==> src/rtl/my_fifo_pkg.sv <==
// Constants and helpers shared between the distributed-RAM FIFO and its read-side adapter.
package my_fifo_pkg;

  localparam int RD_LAT_COMB = 0;
  localparam int RD_LAT_REG  = 1;

  // Circular pointer advance; wraps at depth-1 so non-power-of-2 depths work.
  function automatic int ptr_inc(input int ptr, input int depth);
    return (ptr == depth - 1) ? 0 : ptr + 1;
  endfunction

endpackage

==> src/rtl/my_fifo_rd_stream.sv <==
// FIFO read-side adapter: prefetch queue presented as valid/ready, o_valid 1+RD_LAT cycles after rden.
// i_ready only pops the queue; reads are issued from queue room alone, so ready never reaches rden.
module my_fifo_rd_stream
  import my_fifo_pkg::*;
#(
  parameter int DATA_W    = 8,
  parameter int RD_LAT    = 0,
  parameter int BUF_DEPTH = 2,
  parameter int CNT_W     = 16
) (
  input  logic                           clk,
  input  logic                           rst,
  input  logic                           i_en,
  input  logic                           i_flush,
  output logic                           o_fifo_rden,
  input  logic [DATA_W-1:0]              i_fifo_rddata,
  input  logic                           i_fifo_empty,
  output logic                           o_valid,
  output logic [DATA_W-1:0]              o_data,
  input  logic                           i_ready,
  output logic [$clog2(BUF_DEPTH+1)-1:0] o_count,
  output logic [CNT_W-1:0]               o_beats
);

  localparam int PTR_W = $clog2(BUF_DEPTH);
  localparam int OCC_W = $clog2(BUF_DEPTH+1);

  initial begin
    if (RD_LAT != RD_LAT_COMB && RD_LAT != RD_LAT_REG)
      $fatal(1, "my_fifo_rd_stream: RD_LAT must be 0 or 1");
    if (BUF_DEPTH < 2)
      $fatal(1, "my_fifo_rd_stream: BUF_DEPTH must be >= 2");
  end

  logic [DATA_W-1:0] r_mem [BUF_DEPTH];
  logic [PTR_W-1:0]  r_wrptr;
  logic [PTR_W-1:0]  r_rdptr;
  logic [OCC_W-1:0]  r_occ;
  logic              r_inflight;
  logic [CNT_W-1:0]  r_beats;

  logic w_room;
  logic w_rden;
  logic w_push;
  logic w_pop;

  // Words already requested count against room, so a landing read always has a slot.
  assign w_room = (int'(r_occ) + int'(r_inflight)) < BUF_DEPTH;
  assign w_rden = !rst && i_en && !i_fifo_empty && !i_flush && w_room;
  assign w_push = (RD_LAT == RD_LAT_COMB) ? w_rden : r_inflight;
  assign w_pop  = (r_occ != '0) && i_ready;

  always_ff @(posedge clk or posedge rst) begin
    if (rst) begin
      r_wrptr    <= '0;
      r_rdptr    <= '0;
      r_occ      <= '0;
      r_inflight <= 1'b0;
      r_beats    <= '0;
      for (int i = 0; i < BUF_DEPTH; i++) r_mem[i] <= '0;
    end else if (i_flush) begin
      r_wrptr    <= '0;
      r_rdptr    <= '0;
      r_occ      <= '0;
      r_inflight <= 1'b0;
    end else begin
      r_inflight <= (RD_LAT == RD_LAT_REG) && w_rden;
      if (w_push) begin
        r_mem[r_wrptr] <= i_fifo_rddata;
        r_wrptr        <= PTR_W'(ptr_inc(int'(r_wrptr), BUF_DEPTH));
      end
      if (w_pop) begin
        r_rdptr <= PTR_W'(ptr_inc(int'(r_rdptr), BUF_DEPTH));
        r_beats <= r_beats + CNT_W'(1);
      end
      case ({w_push, w_pop})
        2'b10:   r_occ <= r_occ + OCC_W'(1);
        2'b01:   r_occ <= r_occ - OCC_W'(1);
        default: r_occ <= r_occ;
      endcase
    end
  end

  assert property (@(posedge clk) disable iff (rst)
                   !(w_push && !i_flush && (int'(r_occ) == BUF_DEPTH)))
    else $error("my_fifo_rd_stream: push into full prefetch queue");

  assign o_fifo_rden = w_rden;
  assign o_valid     = (r_occ != '0);
  assign o_data      = r_mem[r_rdptr];
  assign o_count     = r_occ;
  assign o_beats     = r_beats;

endmodule
==> config.mk <==
export PLATFORM = sky130hd
export DESIGN_NAME = my_fifo_rd_stream
export DESIGN_NICKNAME = d
export VERILOG_FILES = /design/src/rtl/my_fifo_pkg.sv /design/src/rtl/my_fifo_rd_stream.sv
export SDC_FILE = /design/constraint.sdc
export NUM_CORES = 1
export LEC_CHECK = 0
export CAP_MARGIN = 20
export CORE_AREA = 2 2 77 79
export CTS_CLUSTER_DIAMETER = 100
export DETAILED_ROUTE_END_ITERATION = 8
export DIE_AREA = 0 0 79 81
export PLACE_DENSITY_LB_ADDON = 0.12
export SLEW_MARGIN = 5
export SYNTH_ARGS = -nofsm -noshare
export SYNTH_HDL_FRONTEND = slang
export SYNTH_SLANG_ARGS = --single-unit
==> constraint.sdc <==
create_clock -name clk -period 1.5 [get_ports clk]
set_input_delay 0.15 -clock clk [delete_from_list [all_inputs] [get_ports clk]]
set_output_delay 0.15 -clock clk [all_outputs]
set_load 0.02 [all_outputs]
* Word level (Yosys, flattened, before mapping) *
Index checks and enable logic that the tools add are counted.

storage, ports and cells
  bits in registers = 36
  latch bits = 0
  RAM bits = 0
  memory bits (read-only) = 0
  input bits = 14
  output and inout bits = 28
  logic and storage cells = 49
  memories = 0

cells by class
  add/sub/neg operators = 5
  multiply operators = 0
  divide/modulo/power cells = 0
  magnitude comparators = 4
  eq/ne operators = 2
  shifts and indexed selects = 0
  mux-type cells = 14
  bitwise logic cells = 3
  reductions and logical operators = 15

operators with widths
  kind                                                         count
  2-to-1 mux 8 bit                                             4
  adder 16 x 1 -> 16 bit (second input constant)               1
  bitwise mux 16 bit                                           1
  demux 8 bit (select 1 bit)                                   1
  logical AND 1 bit                                            6
  2-to-1 mux 1 bit                                             6
  nonzero test 2 bit                                           3
  >= comparator 2 bit (second input constant)                  2
  NOT 1 -> 2 bit                                               2
  one-hot mux 2 bit (2 select lines)                           1
  AND reduction 2 bit                                          2
  zero test 1 bit                                              3
  nonzero test 3 bit                                           1
  adder 1 bit (second input constant)                          2
  adder 2 x 1 -> 2 bit (second input constant)                 1
  equality test 2 x 1 -> 1 bit (second input constant)         1
  equality test 2 bit (second input constant)                  1
  less-than comparator 2 x 1 -> 1 bit (second input constant)  1
  less-than comparator 2 bit (second input constant)           1
  2-to-1 mux 2 bit                                             1
  subtractor 2 x 1 -> 2 bit (second input constant)            1
  NOT 1 bit                                                    1

* Longest topological paths before layout *
  depth in word-level cells = 8
  mapped depth = 5
  mapped depth without buffers = 5

* Worst setup path before layout *
No wires, ideal clock.

  kind = register to register
  start = register r_occ[1] (netlist: o_count[1])
  end = register r_mem[10] (netlist name)
  library setup time = 125 ps
  data arrival time = 1,656 ps
  data required time = 1,375 ps
  path slack = -281 ps
  cell stages (with the launch flop) = 5
  buffers on the path = 1
  clock period less this slack = 1,781 ps
  cell sequence = dfrtp_1 nor4_4 nor2b_1 buf_4 mux2_2

on the way
  word-level cells in the longest chain between the ends = 3

ends and longest elaborated chain
  item                             line                     source
  from (decl)                      my_fifo_rd_stream.sv:38  logic [OCC_W-1:0] r_occ;
  from (signal assigned)           my_fifo_rd_stream.sv:77  2'b10: r_occ <= r_occ + OCC_W'(1);
  from (signal assigned)           my_fifo_rd_stream.sv:78  2'b01: r_occ <= r_occ - OCC_W'(1);
  from (signal assigned)           my_fifo_rd_stream.sv:79  default: r_occ <= r_occ;
  less-than comparator 2 bit       my_fifo_rd_stream.sv:48  assign w_room = (int'(r_occ) + int'(r_inflight)) < BUF_DEPTH;
  logical AND 1 bit                my_fifo_rd_stream.sv:49  assign w_rden = !rst && i_en && !i_fifo_empty && !i_flush && w_room;
  named net o_fifo_rden            my_fifo_rd_stream.sv:15  output logic o_fifo_rden,
  AND reduction 2 bit (no line)    -
  to (signal, indexed assignment)  my_fifo_rd_stream.sv:69  r_mem[r_wrptr] <= i_fifo_rddata;
  to (decl)                        my_fifo_rd_stream.sv:35  logic [DATA_W-1:0] r_mem [BUF_DEPTH];

The timed path passes the listed nets, and every way through them passes these cells.
A chain may end at the register's enable or synchronous reset.

* Worst setup path after layout *
  start = register r_beats[11] (netlist: o_beats[11])
  end = output o_beats[11]

RTL lines
  item                    line                     source
  from (decl)             my_fifo_rd_stream.sv:40  logic [CNT_W-1:0] r_beats;
  from (signal assigned)  my_fifo_rd_stream.sv:74  r_beats <= r_beats + CNT_W'(1);
  to (decl)               my_fifo_rd_stream.sv:22  output logic [CNT_W-1:0] o_beats

No word-level cell between the ends.

==> results.yml <==
global_route:
  grt_pass1_vias: 1243
  grt_overflow: 0
  track_usage_pct: 12.2
  antenna_found_initial: 0
  grt_pass1_wl_microns: 6000
  grt_max_degree: 37
cts:
  numCtsBuffers: 5
  root_buffer: "clkbuf_8"
  clock-sinks: 36
  cts_tree: "built"
  htreeDepth: 2
  clkTransAtPathRegs_ns: 0.07
  cts.path.max_buffers: 2
  insertion_delay_ns: 0.28
critical_path:
  path_cells: "clkdlybuf4s50_1"
  crit_required_ns: 1.35
  crit_start: "o_beats[11]"
  max_stage_delay_ns: 0.63
  r2r_slack_ns: 0.08
  path_class: "reg -> out"
  start_kind: "register"
  r2r.worst_path.cells: 4
  cp_max_fo: 3
  cp_data_arrival_time_ns: 1.30
  critPathBufInv: 1
  reg2reg_from: "o_count[1]"
  cp_top_family: "buffers and inverters"
  cpMaxStageDelayCell: "clkdlybuf4s50_1"
  crit_cells: 1
  critPathCapture: "o_beats[11]"
  cp-end-kind: "primary output"
  r2r_end: "r_mem[9]"
floorplanning:
  pin_count: 42
  fp.dieW_microns: 79
  dieArea_sq_um: 6400
  std_cell_rows: 28
  coreArea_sq_um: 5680
  start_util_pct: 28.4
  die_h_microns: 81
drt:
  vias: 1150
  drtIter0Drc: 16
  wirelength_microns: 3660
  wire_per_inst_microns: 14.1
  avgViaCountPerCell: 4.44
  dr.pass1.iters: 4
  ant_nets: 0
  drcViolationCount: 0
yosys:
  ys_types: 27
  seq_area_frac_synth_pct: 55.9
  ys_seq_elements: 36
  syn_area_per_cell_sq_um: 13.4
  synth_top_area_cell: "dfrtp_1"
  synthTopCellsByArea: "dfrtp_1 56%, mux2_2 17%, xnor2_1 6.5%"
  synthCells: 120
  syn-cell-area_sq_um: 1610
  synth_top_area_share_pct: 55.9
  synth_nets: 135
  yosys_warnings: 0
placement:
  place.gp.congestion: 0.716
  placed_cell_area_sq_um: 2220
  dp_cells: 247
  numPortBuffers: 41
  dpl.hpwl_microns: 2500
finish:
  final_cell_mix: "34 x dfrtp_1, 17 x mux2_2, 14 x clkdlybuf4s50_1, 13 x buf_4, 13 x buf_6"
  antenna_cells: 0
  seqCellArea_sq_um: 903
  post-route-util_pct: 42.9
  drive_above_1_share_pct: 38.0
  nFillCells: 559
  multi_input_area_sq_um: 753
  layout_commonest_cell: "dfrtp_1"
  fin_area_sq_um: 2440
  area_growth_pct: 51.1
  finalNonFillerCells: 259
  final_nets: 199
power_and_ir_drop:
  p_total_mw: 2.50
  power_frac_clock_pct: 25.7
  seqPwrFrac_pct: 47.3
  power.density_nw_per_um2: 1020
  p_leak_nw: 1.27
  sw_frac_of_total_pct: 28.1
  pwr-share-comb_pct: 27.0
  power.internal_mw: 1.79
  ir_worst_vdd_mv: 0.396
  power.switching_mw: 0.702
sta:
  timing.final.setup_violations: 0
  min_period_over_period_pct: 97.0
  slew_headroom_pct: 84.3
  finClkSkew_ns: 0.00613
  min_period_ns: 1.45
  slew_violations: 0
  setup-tns-final_ns: 0
  rsz0062_at_grt: "true"
  fmax_ghz: 0.688
  worst_slew_pin_slew_ns: 0.235
  hold_viol: 0
status:
  outcome: "finished clean"
min_path:
  min_path_type: "in -> reg"
run:
  drv_cap: 0
## kinds of logic after synthesis
logic type               share of synthesized area (%)
adder cells (fa/ha/maj)                          0.776
XOR/XNOR                                          9.23
AO/OA/AOI/OAI                                     1.63
multiplexers                                      17.5
AND/OR/NAND/NOR                                   13.2
flip-flops                                        55.9
buffers and inverters                             1.86
## state kept, by name, summed over array words and instances, names as in the netlist
register,cells
o_beats,16
o_count,2
r_mem,16
r_rdptr,1
r_wrptr,1
## cells in the mapped netlist
cell and count:
buf_4 1, nand2_2 1, nand2b_1 2, and4_1 3
buf_6 1, o21ai_2 1, dfrtp_1 36, inv_1 2
nor2_1 3, nand3_1 5, nand2_1 7, nand4_1 3
ha_1 1, or2_2 1, a21oi_1 1, nor2b_1 1
mux2_2 25, nor4_4 2, o21ai_0 1, xnor2_1 12
and3_1 1, nor3b_1 1, o21bai_1 1, xor2_1 5
nor3_1 1, nor4_2 1, clkbuf_1 1
## worst min-delay path by stage
stage / from / end / slack (ns) / depth (start not counted)
6_report: i_flush / o_count[1] / 0.33 / 3
4_1_cts: rst / r_mem[1] / 0.32 / 3
5_1_grt: i_flush / r_rdptr / 0.35 / 3
3_5_place_dp: o_beats[15] / o_beats[15] / 0.47 / 1
3_3_place_gp: o_beats[15] / o_beats[15] / 0.47 / 1
2_1_floorplan: i_fifo_rddata[0] / r_mem[0] / 0.30 / 1
## area by class of cell
cell class                      count  share of cell area (%)
Clock buffer                        6                    2.98
Clock inverter                      1                   0.205
Inverter                            2                   0.308
Multi-Input combinational cell     79                    30.9
Sequential cell                    36                    37.1
Tap cell                           75                    3.85
Timing Repair Buffer               60                    24.7
## power by group through the flow
| stage | Combinational (mW) | Clock [mW] | Sequential (mW) |
|---|---|---|---|
| 6_report | 0.673 | 0.642 | 1.18 |
| 3_5_place_dp | 0.624 | 0 | 1.19 |
| 5_1_grt | 0.724 | 0.729 | 1.20 |
| 4_1_cts | 0.570 | 0.685 | 1.17 |
| 2_1_floorplan | 0.305 | 0 | 1.21 |
| 3_3_place_gp | 0.613 | 0 | 1.18 |
## per-stage QoR
step                      setup slack (ns)  hold slack, ns
after global routing               -0.0136           0.352
after global placement              -0.297           0.471
final                               0.0457           0.326
after detailed placement            -0.317           0.475
after CTS                        0.0000524           0.318
after floorplan                     -0.242           0.301
## per-layer routing
metal / vias up / wire (microns) / track usage [%]
li1: 541 / - / -
met1: 579 / 1490 / 13.3
met2: 25 / 1940 / 21.9
met3: 5 / 177 / 4.33
met4: 0 / 51 / 4.14
met5: - / 0 / 0
## what timing repair did
action	in CTS	in global routing
setup buffers	2	1
endpoints found under the setup margin	30	30
pin swaps	1	0
gates resized for setup	52	43
hold endpoints to repair	0	3
cloned	1	0
hold buffers	0	1
No activity file was read; power rests on OpenSTA's default activity.
